File: config.mk
export PLATFORM = sky130hd
export DESIGN_NAME = multi_cycle_ctrl
export DESIGN_NICKNAME = d
export VERILOG_FILES = /design/src/rtl/multi_cycle_ctrl.sv
export SDC_FILE = /design/constraint.sdc
export NUM_CORES = 1
export LEC_CHECK = 0
export CORE_MARGIN = 1.5
export CORE_UTILIZATION = 40
export CTS_CLUSTER_DIAMETER = 40
export DETAILED_ROUTE_END_ITERATION = 10
export GPL_ROUTABILITY_DRIVEN = 0
export PLACE_DENSITY = 0.75
export SLEW_MARGIN = 20
export SYNTH_ARGS = -nofsm -noshare
export SYNTH_HDL_FRONTEND = slang
export SYNTH_SLANG_ARGS = --single-unit
export TNS_END_PERCENT = 100
File: constraint.sdc
create_clock -name clk -period 1.9 [get_ports clk]
set_input_delay 0.19 -clock clk [delete_from_list [all_inputs] [get_ports clk]]
set_output_delay 0.19 -clock clk [all_outputs]
set_load 0.01 [all_outputs]
File: src/rtl/multi_cycle_ctrl.sv
// Multi-cycle MIPS control sequencer: IF/ID/EXE/MEM/WB strobes over a shared memory port with ready handshake.
// Define ILLEGAL_TRAP_EN to trap illegal opcodes into a sticky HALT state; otherwise they execute as NOPs.
module multi_cycle_ctrl #(
  parameter int TIMEOUT = 15
) (
  input  logic       clk,
  input  logic       rst,
  input  logic [5:0] OpCode,
  input  logic [5:0] funct,
  input  logic       Zero,
  input  logic       mem_rdy,
  output logic       PCWr,
  output logic [1:0] PCSrc,
  output logic       IRWr,
  output logic       IorD,
  output logic       MemR,
  output logic       MemW,
  output logic       Mem2R,
  output logic       RegDst,
  output logic       RegW,
  output logic       Alusrc,
  output logic [1:0] ExtOp,
  output logic [1:0] Aluctrl,
  output logic [2:0] state,
  output logic       mem_err,
  output logic       illegal
);
  typedef enum logic [2:0] {
    S_IF = 3'd0, S_ID = 3'd1, S_EXE = 3'd2, S_MEM = 3'd3, S_WB = 3'd4, S_HALT = 3'd5
  } state_t;

  localparam logic [5:0] OP_R   = 6'b000000;
  localparam logic [5:0] OP_ORI = 6'b001101;
  localparam logic [5:0] OP_LUI = 6'b001111;
  localparam logic [5:0] OP_LW  = 6'b100011;
  localparam logic [5:0] OP_SW  = 6'b101011;
  localparam logic [5:0] OP_BEQ = 6'b000100;
  localparam logic [5:0] OP_J   = 6'b000010;
  localparam logic [5:0] FN_ADDU = 6'b100001;
  localparam logic [5:0] FN_SUBU = 6'b100011;
  localparam logic [7:0] CNT_LAST = 8'(TIMEOUT - 1);

  state_t     state_q, state_d;
  logic [5:0] op_q, op_d, fn_q, fn_d;
  logic [7:0] cnt_q, cnt_d;
  logic       ill_q, ill_d;
  logic       pcwr, irwr, iord, memr, memw, mem2r, regdst, regw, alusrc, merr;
  logic [1:0] pcsrc, extop, aluctrl;
  logic       id_legal, tmo;

  assign id_legal = (OpCode == OP_R && (funct == FN_ADDU || funct == FN_SUBU)) ||
                    OpCode == OP_ORI || OpCode == OP_LUI || OpCode == OP_LW ||
                    OpCode == OP_SW  || OpCode == OP_BEQ;
  // A ready arriving on the last allowed cycle wins over the timeout.
  assign tmo = (cnt_q == CNT_LAST) && !mem_rdy;

  always_comb begin
    state_d = state_q;
    op_d    = op_q;
    fn_d    = fn_q;
    cnt_d   = '0;
    ill_d   = ill_q;
    pcwr = 1'b0; irwr = 1'b0; iord = 1'b0; memr = 1'b0; memw = 1'b0;
    mem2r = 1'b0; regdst = 1'b0; regw = 1'b0; alusrc = 1'b0; merr = 1'b0;
    pcsrc = 2'b00; extop = 2'b00; aluctrl = 2'b00;
    case (state_q)
      S_IF: begin
        memr = 1'b1;
        if (mem_rdy) begin
          irwr    = 1'b1;
          pcwr    = 1'b1;
          state_d = S_ID;
        end else if (tmo) begin
          merr = 1'b1;
        end else begin
          cnt_d = cnt_q + 8'd1;
        end
      end
      S_ID: begin
        op_d = OpCode;
        fn_d = funct;
        if (OpCode == OP_J) begin
          pcwr    = 1'b1;
          pcsrc   = 2'b10;
          state_d = S_IF;
        end else if (id_legal) begin
          state_d = S_EXE;
        end else begin
`ifdef ILLEGAL_TRAP_EN
          ill_d   = 1'b1;
          state_d = S_HALT;
`else
          state_d = S_IF;
`endif
        end
      end
      S_EXE: begin
        state_d = S_WB;
        case (op_q)
          OP_R:   aluctrl = (fn_q == FN_SUBU) ? 2'b01 : 2'b00;
          OP_ORI: begin alusrc = 1'b1; extop = 2'b01; aluctrl = 2'b10; end
          OP_LUI: begin alusrc = 1'b1; extop = 2'b10; aluctrl = 2'b10; end
          OP_LW, OP_SW: begin alusrc = 1'b1; state_d = S_MEM; end
          OP_BEQ: begin
            aluctrl = 2'b01;
            pcwr    = Zero;
            pcsrc   = 2'b01;
            state_d = S_IF;
          end
          default: state_d = S_IF;
        endcase
      end
      S_MEM: begin
        iord = 1'b1;
        memr = (op_q == OP_LW);
        memw = (op_q == OP_SW);
        if (mem_rdy) begin
          state_d = (op_q == OP_LW) ? S_WB : S_IF;
        end else if (tmo) begin
          merr    = 1'b1;
          state_d = S_IF;
        end else begin
          cnt_d = cnt_q + 8'd1;
        end
      end
      S_WB: begin
        regw    = 1'b1;
        regdst  = (op_q != OP_R);
        mem2r   = (op_q == OP_LW);
        state_d = S_IF;
      end
      S_HALT:  state_d = S_HALT;
      default: state_d = S_IF;
    endcase
  end

  always_ff @(posedge clk) begin
    if (!rst) begin
      state_q <= S_IF;
      op_q    <= '0;
      fn_q    <= '0;
      cnt_q   <= '0;
      ill_q   <= 1'b0;
    end else begin
      state_q <= state_d;
      op_q    <= op_d;
      fn_q    <= fn_d;
      cnt_q   <= cnt_d;
      ill_q   <= ill_d;
    end
  end

  // Everything is held at zero while reset is asserted, so an aborted access never strobes.
  assign PCWr    = rst & pcwr;
  assign PCSrc   = rst ? pcsrc : 2'b00;
  assign IRWr    = rst & irwr;
  assign IorD    = rst & iord;
  assign MemR    = rst & memr;
  assign MemW    = rst & memw;
  assign Mem2R   = rst & mem2r;
  assign RegDst  = rst & regdst;
  assign RegW    = rst & regw;
  assign Alusrc  = rst & alusrc;
  assign ExtOp   = rst ? extop : 2'b00;
  assign Aluctrl = rst ? aluctrl : 2'b00;
  assign state   = rst ? 3'(state_q) : 3'd0;
  assign mem_err = rst & merr;
  assign illegal = rst & ill_q;
endmodule

# Yosys cells after proc, flatten, opt, wreduce, memory -nomap -nowiden
# Cells that the tools add are included.
[classes]
addsub = 1
n_eq_ne = 22
mux = 36
bitwise = 12
reduce_logical = 20
[ops]
columns = ["op", "count"]
rows = [
  ["$eq A6 B6 Y1 const B", 7],
  ["$eq A6 B4 Y1 const B", 4],
  ["$mux W1", 16],
  ["$mux W2", 8],
  ["$mux W3", 5],
  ["$pmux W3 S5", 1],
  ["$eq A6 B3 Y1 const B", 2],
  ["$logic_not A6 Y1", 2],
  ["$and A1 B1 Y1", 10],
  ["$add A8 B1 Y8 const B", 1],
  ["$eq A8 B4 Y1 const B", 1],
  ["$pmux W2 S2", 2],
  ["$reduce_or A4 Y1", 2],
  ["$eq A3 B2 Y1 const B", 2],
  ["$eq A3 B3 Y1 const B", 2],
  ["$eq A6 B2 Y1 const B", 1],
  ["$logic_or A1 B1 Y1", 6],
  ["$pmux W2 S3", 1],
  ["$pmux W3 S2", 1],
  ["$reduce_bool A6 Y1", 1],
  ["$reduce_or A2 Y1", 3],
  ["$eq A3 B1 Y1 const B", 1],
  ["$logic_not A3 Y1", 1],
  ["$ne A3 B3 Y1 const B", 1],
  ["other kinds (8)", 10],
]
[totals]
ff_bits = 23
in_bits = 16
output_inout_bits = 20
word_cells = 95

# Depth between registers and ports, before layout
# Gate-level depths: netlist of the first run.
[logic_depth]
ltp_word = 11
mapped_depth = 6
depth_no_buf = 5

# Worst setup path after synthesis of the first run
# OpenSTA, ideal clock, no wires.
[synth_timing]
kind = "reg2out"
from = "register state_q[0]"
to = "output ExtOp[0]"
arrival_time_ns = 1.400
required_time_ns = 1.710
setup_slack_ns = 0.310
path_stages_with_launch = 6
path_buffers = 1
cell_sequence = "dfxtp_1 buf_4 nor3b_4 nand3_2 or4_4 nor2_2"
[synth_via]
elab_chain_len = 3
[synth_rtl]
columns = ["item", "line_no", "source"]
rows = [
  ["from (decl)", "43", "state_t state_q, state_d;"],
  ["from (signal assigned)", "145", "state_q <= state_d;"],
  ["$eq A3 B2 Y1", "66", "case (state_q)"],
  ["$mux W2", "66", ""],
  ["$mux W2", "164", "assign ExtOp = rst ? extop : 2'b00;"],
  ["to (decl)", "22", "output logic [1:0] ExtOp,"],
]
# Every way passes these cells.

# Worst setup path after layout of the first run
[layout_timing]
from = "register state_q[2]"
to = "output ExtOp[1]"
# Same word-level chain as after synthesis.

==> run summary, run 1 <==
Area grow syn2layout = 49.72%
Num ports = 36
Vias per cell = 5.055
Mean Syn Cell Area = 8.383 um2
Setup TNS = -0.2087 ns
Post-synthesis sequential area ratio = 34.33%
Setup ws final = -0.1057 ns
Worst EP required = 1.71 ns
Met2 Track Usage GR = 35.79%
DR pass1 iterations = 4
Syn_nets = 178
Starting Density = 42.88%
Initial antenna violation count = 0
Clock root cell = clkbuf_4
Pwr dens = 491.3 nW/um2
CTS Buf Count = 3
Clk_skew = 0.0007522 ns
Grt ovf = 0
Maxcap violations = 0
Total GRT Usage = 19.72%
Mapped Area = 1341 um2
# setup viols final = 4
Yosys reg bits = 23
Post-Route WL = 3509 um
Hold WC Path Type = input pin to flop
Fin nets = 247
Clock Sinks = 23
DRC = 0
ANT cells = 0
Placed Area = 1918 um2
Die ar. = 3709 um2
Post-DRT Antenna Nets = 0
Final worst path period need = 2.006 ns
1st-iter DRT viols = 45
Status = finished with violations
HPWL after DPL = 2685 um
Fin util = 64.20%
Element type at the critical path end = primary output
Peak VDD IR = 370.1 uV
CTS tree = done
RSZ-0062 raised after global routing = yes
M3 GR Usage = 2.132%
Core Rows = 20
CP max-delay cell = or4_4
P_leak = 0.8733 nW
Final period util = 105.6%
FMAX = 0.4986 GHz
Port bufs = 34
First-pass GRT wire length = 5506 um
Vias in the first global route = 1309
Synth top area share = 34.33%
Critical Path Fanout Max = 3
Synth area leader = dfxtp_1
Top post-synthesis cells by area = dfxtp_1 34%, nor2_1 9.0%, mux2i_1 8.2%
Async SR Flop Fraction = 0%
Die H = 60.91 um
Met1 usage = 23.90%
Largest net degree at the start of global routing = 15
Final Hold Fails = 0
Post-Layout Cell Count = 272
Core area = 3128 um2
Main synth FF type = dfxtp_1
Post-route cell area = 2008 um2
WL/cell = 12.90 um
Placed Instances = 261
Clock Path Buffers = 2
Critical path cell sequence = nor3b_4, nand3_2, or4_4, buf_4, nor2_2, buf_2
Critical path class = flop to primary output
Synth warnings = 0
CP max stage delay = 0.45 ns
Later-pin clock latency in the skew report = 0.32 ns
Critical path startpoint category = flop
EDFF count, synth = 0
CP arrival = 1.82 ns
H-tree levels = 1
Die Wd = 60.91 um
Violated checks = negative setup slack
Mapped Cells = 160
Count of cell types in the netlist = 42
Slew Limit Fails = 0
Via count = 1375
GR peak layer = met2
Ratio of cells with drive above 1 in the final layout = 36.84%
Clock-pin slew on the worst setup and hold paths = 0.13 ns
## worst paths after layout
kind	from	slack, ns	endpoint	cells after the start
max	state_q[2]$_SDFFE_PN0P_	-0.11	ExtOp[1]	6
min	funct[1]	0.48	fn_q[1]$_SDFFE_PN0P_	3
max reg2reg	state_q[0]$_SDFFE_PN0P_	0.23	cnt_q[5]$_SDFF_PP0_	6
min reg2reg	cnt_q[0]$_SDFF_PP0_	0.49	cnt_q[0]$_SDFF_PP0_	1
## worst max-delay path: cells and delay by family, from the launching register on
family                 cells  cell delay (ns)
buffers and inverters      2             0.28
flip-flops                 1             0.36
AND/OR/NAND/NOR            4             0.85
## registers in the layout (all words and copies together), names as in the netlist
register / count
cnt_q: 8
fn_q: 6
op_q: 6
state_q: 3
## Yosys cell counts (2+ instances only)
cell / instances
xor2_1: 3
nor2_1: 32
nand3_1: 2
and2_1: 3
mux2i_1: 11
buf_4: 2
nand2b_4: 2
nor2_2: 9
buf_6: 2
o21ai_0: 3
and3_1: 2
nand3b_1: 2
ha_1: 2
nand2_1: 10
xnor2_1: 3
and2b_2: 2
dfxtp_1: 23
inv_1: 7
nand4b_1: 3
nor3_1: 6
a31oi_1: 5
nor4_1: 5
or4_4: 2
## area by class of cell
cell class | count | area [um2]
sequential | 23 | 471.7
clock inverter | 1 | 7.507
multi-input combinational | 125 | 860.8
fill | 298 | 1120
timing repair buffer | 69 | 564.3
inverter | 7 | 26.28
tap | 44 | 55.05
clock buffer | 3 | 22.52
## logic make-up (layout without fill, tap and decap cells)
kind of cell	after synthesis	after routing	share of synthesized area, %
AND/OR/NAND/NOR	90	90	38.62
multiplexers	11	11	8.209
other	1	1	0.2796
adder cells (fa/ha/maj)	2	2	1.865
flip-flops	23	23	34.33
buffers and inverters	12	80	5.037
AO/OA/AOI/OAI	15	15	7.743
XOR/XNOR	6	6	3.919
## per-stage QoR
step / total power, mW / hold WS (ns) / setup WS [ns]
finish: 0.9865 / 0.4833 / -0.1057
global route: 1.032 / 0.5118 / -0.1908
CTS: 0.9906 / 0.4867 / -0.1197
detailed placement: 0.7510 / 0.4640 / -0.3389
global placement: 0.7444 / 0.4507 / -0.3254
floorplan: 0.6393 / 0.3286 / 0.3102
## power breakdown
part | switching [mW] | leakage (nW) | total [mW] | internal, mW
registers | 0.0232 | 0.191 | 0.527 | 0.504
logic | 0.0994 | 0.669 | 0.218 | 0.118
clock network | 0.161 | 0.0139 | 0.242 | 0.0806
## what timing repair did
item,in CTS,in global routing
pin swaps,7,7
setup endpoints to repair,17,13
buffers inserted,6,2
resized for setup,49,18
hold buffers,0,0
## cell usage in the layout (no fill, tap or decap), types with 2 or more instances in the layout
| cell | instances |
|---|---|
| mux2i_1 | 11 |
| clkdlybuf4s50_1 | 16 |
| nand3_1 | 2 |
| nor3_1 | 4 |
| and2_1 | 3 |
| xor2_1 | 3 |
| nand3b_1 | 2 |
| inv_1 | 7 |
| nand4b_1 | 3 |
| buf_6 | 4 |
| nor3b_4 | 2 |
| nand2b_4 | 2 |
| and2b_2 | 2 |
| a31oi_1 | 5 |
| clkbuf_4 | 3 |
| nand2_1 | 10 |
| dfxtp_2 | 6 |
| nor2_2 | 10 |
| and3_1 | 2 |
| dfxtp_1 | 16 |
| ha_1 | 2 |
| clkbuf_2 | 4 |
| o21ai_0 | 3 |
| nor2_1 | 30 |
| nor4_1 | 4 |
| nor3_2 | 2 |
| xnor2_1 | 3 |
| buf_4 | 31 |
| buf_2 | 6 |
| dlygate4sd2_1 | 6 |
| or4_4 | 2 |
## per-layer routing
metal / up-vias / part of all wire, %
met5: - / 0
met1: 652 / 44
met4: 0 / 1.3
li1: 684 / -
met3: 6 / 3.8
met2: 33 / 50
Note: power is estimated with default switching activity, not from simulation.
==> inputs of run 2 (changes only) <==
==> constraint.sdc (replaced) <==
create_clock -name clk -period 2.4 [get_ports clk]
set_input_delay 0.24 -clock clk [delete_from_list [all_inputs] [get_ports clk]]
set_output_delay 0.24 -clock clk [all_outputs]
set_load 0.01 [all_outputs]
==> run summary, run 2 (synthesis results as in run 1) <==
Most used cell, CP = clkdlybuf4s50_1
Final period util = 94.20%
Post-route cell area = 1802 um2
Worst EP required = 2.16 ns
Top Registers = cnt_q x8, fn_q x6, op_q x6
CTS tree = done
Starting Density = 42.88%
Clock Path Buffers = 2
WL/cell = 12.73 um
DR pass1 iterations = 4
Core area = 3128 um2
Crit path depth = 7
Final Hold Fails = 0
DRC = 0
Place WS = 0.07035 ns
Leading cell type in the layout, fill and taps excluded = nor2_1
First-pass GRT wire length = 5147 um
Die ar. = 3709 um2
Later-pin clock latency in the skew report = 0.30 ns
Met2 Track Usage GR = 33.18%
1st-iter DRT viols = 55
Die H = 60.91 um
# setup viols final = 0
FF-to-FF path depth = 5
M3 GR Usage = 4.478%
Hold Path Depth = 1
Peak VDD IR = 270.8 uV
WP buf/inv = 4
Clk_skew = 0.002612 ns
CP max stage delay = 0.59 ns
# fillers = 291
ANT cells = 0
H-tree levels = 1
Largest register FFs = 8
Initial antenna violation count = 0
Maxcap violations = 0
Final worst path period need = 2.261 ns
Clock Sinks = 23
Fin nets = 220
Area grow syn2layout = 34.33%
Critical path cell sequence = clkdlybuf4s50_1, buf_4, inv_1, nor2_1, nand2_1, a31oi_1, clkdlybuf4s50_1
Post-DRT Antenna Nets = 0
Status = completed
Ratio of cells with drive above 1 in the final layout = 17.91%
Element type at the critical path end = primary output
Met1 usage = 23.02%
Critical Path Fanout Max = 5
Hold WC Path Type = flop to flop
HPWL after DPL = 2448 um
CP arrival = 2.02 ns
RSZ-0062 raised after global routing = no
GR peak layer = met2
Port bufs = 34
Grt ovf = 0
Largest net degree at the start of global routing = 15
Biggest register = cnt_q
Slew Limit Fails = 0
Setup ws final = 0.1391 ns
Crit path max-delay family = buffers and inverters
Pwr dens = 408.5 nW/um2
Core Rows = 20
Critical path startpoint category = input pin
Critical path class = input pin to primary output
Fin util = 57.60%
Num ports = 36
Hold-fix buffers, CTS = 0
Clock root cell = clkbuf_4
Setup TNS = 0 ns
Vias in the first global route = 1206
Commonest non-fill, non-tap cells in the layout = 32 x nor2_1, 29 x clkdlybuf4s50_1, 21 x dfxtp_1
CTS Buf Count = 3
Die Wd = 60.91 um
Total GRT Usage = 18.46%
Vias per cell = 5.208
CP max-delay cell = clkdlybuf4s50_1
Placed Area = 1748 um2
Post-Route WL = 3118 um
Clock-pin slew on the worst setup and hold paths = 0.12 ns
FMAX = 0.4423 GHz
Via count = 1276
P_leak = 0.7149 nW
==> run 2: cell count changes in the layout (fill, tap and decap cells not counted), moves of 2 or more <==
cell	change
dfxtp_1	+5
nor2_1	+2
clkdlybuf4s50_1	+13
dfxtp_2	-5
dlygate4sd2_1	-2
clkbuf_2	-4
buf_4	-23
buf_2	-6
buf_6	-4
==> run 2: per-stage QoR <==
| step | hold slack [ns] | power [mW] | cells |
|---|---|---|---|
| after detailed placement | 0.4557 | 0.5691 | 240 |
| after global placement | 0.4506 | 0.5646 | 240 |
| after CTS | 0.4872 | 0.7405 | 245 |
| final | 0.4815 | 0.7360 | 245 |
| after floorplan | 0.3786 | 0.5061 | 160 |
| after global routing | 0.5120 | 0.7821 | 245 |
==> run 2: final timing paths <==
path	start	to	slack, ns
worst max-delay path	rst	RegDst	0.14
worst min-delay path	cnt_q[0]$_SDFF_PP0_	cnt_q[0]$_SDFF_PP0_	0.48
worst max register to register	state_q[1]$_SDFFE_PN0P_	cnt_q[2]$_SDFF_PP0_	0.82
worst min register to register	cnt_q[0]$_SDFF_PP0_	cnt_q[0]$_SDFF_PP0_	0.48
==> run 2: layer usage <==
| layer | up-vias | wire length [um] |
|---|---|---|
| met1 | 601 | 1360 |
| met3 | 2 | 178 |
| met4 | 0 | 12 |
| li1 | 634 | - |
| met5 | - | 0 |
| met2 | 39 | 1566 |
==> run 2: power breakdown <==
part	switching (mW)	internal, mW	total, mW
registers	0.0191	0.397	0.416
logic	0.0688	0.0785	0.147
clock network	0.108	0.0648	0.173
==> run 2: cell type report <==
cell class	count	area (um2)	area share, %
clock buffer	4	26.28	1.458
inverter	7	26.28	1.458
multi-input combinational	125	830.8	46.11
sequential	23	465.4	25.83
tap	44	55.05	3.056
timing repair buffer	42	397.9	22.08
==> run 2: what timing repair did <==
item / CTS / global route
pin swaps: 1 / 0
gates resized for setup: 6 / 5
setup buffers: 1 / 0
setup endpoints to repair: 4 / 2
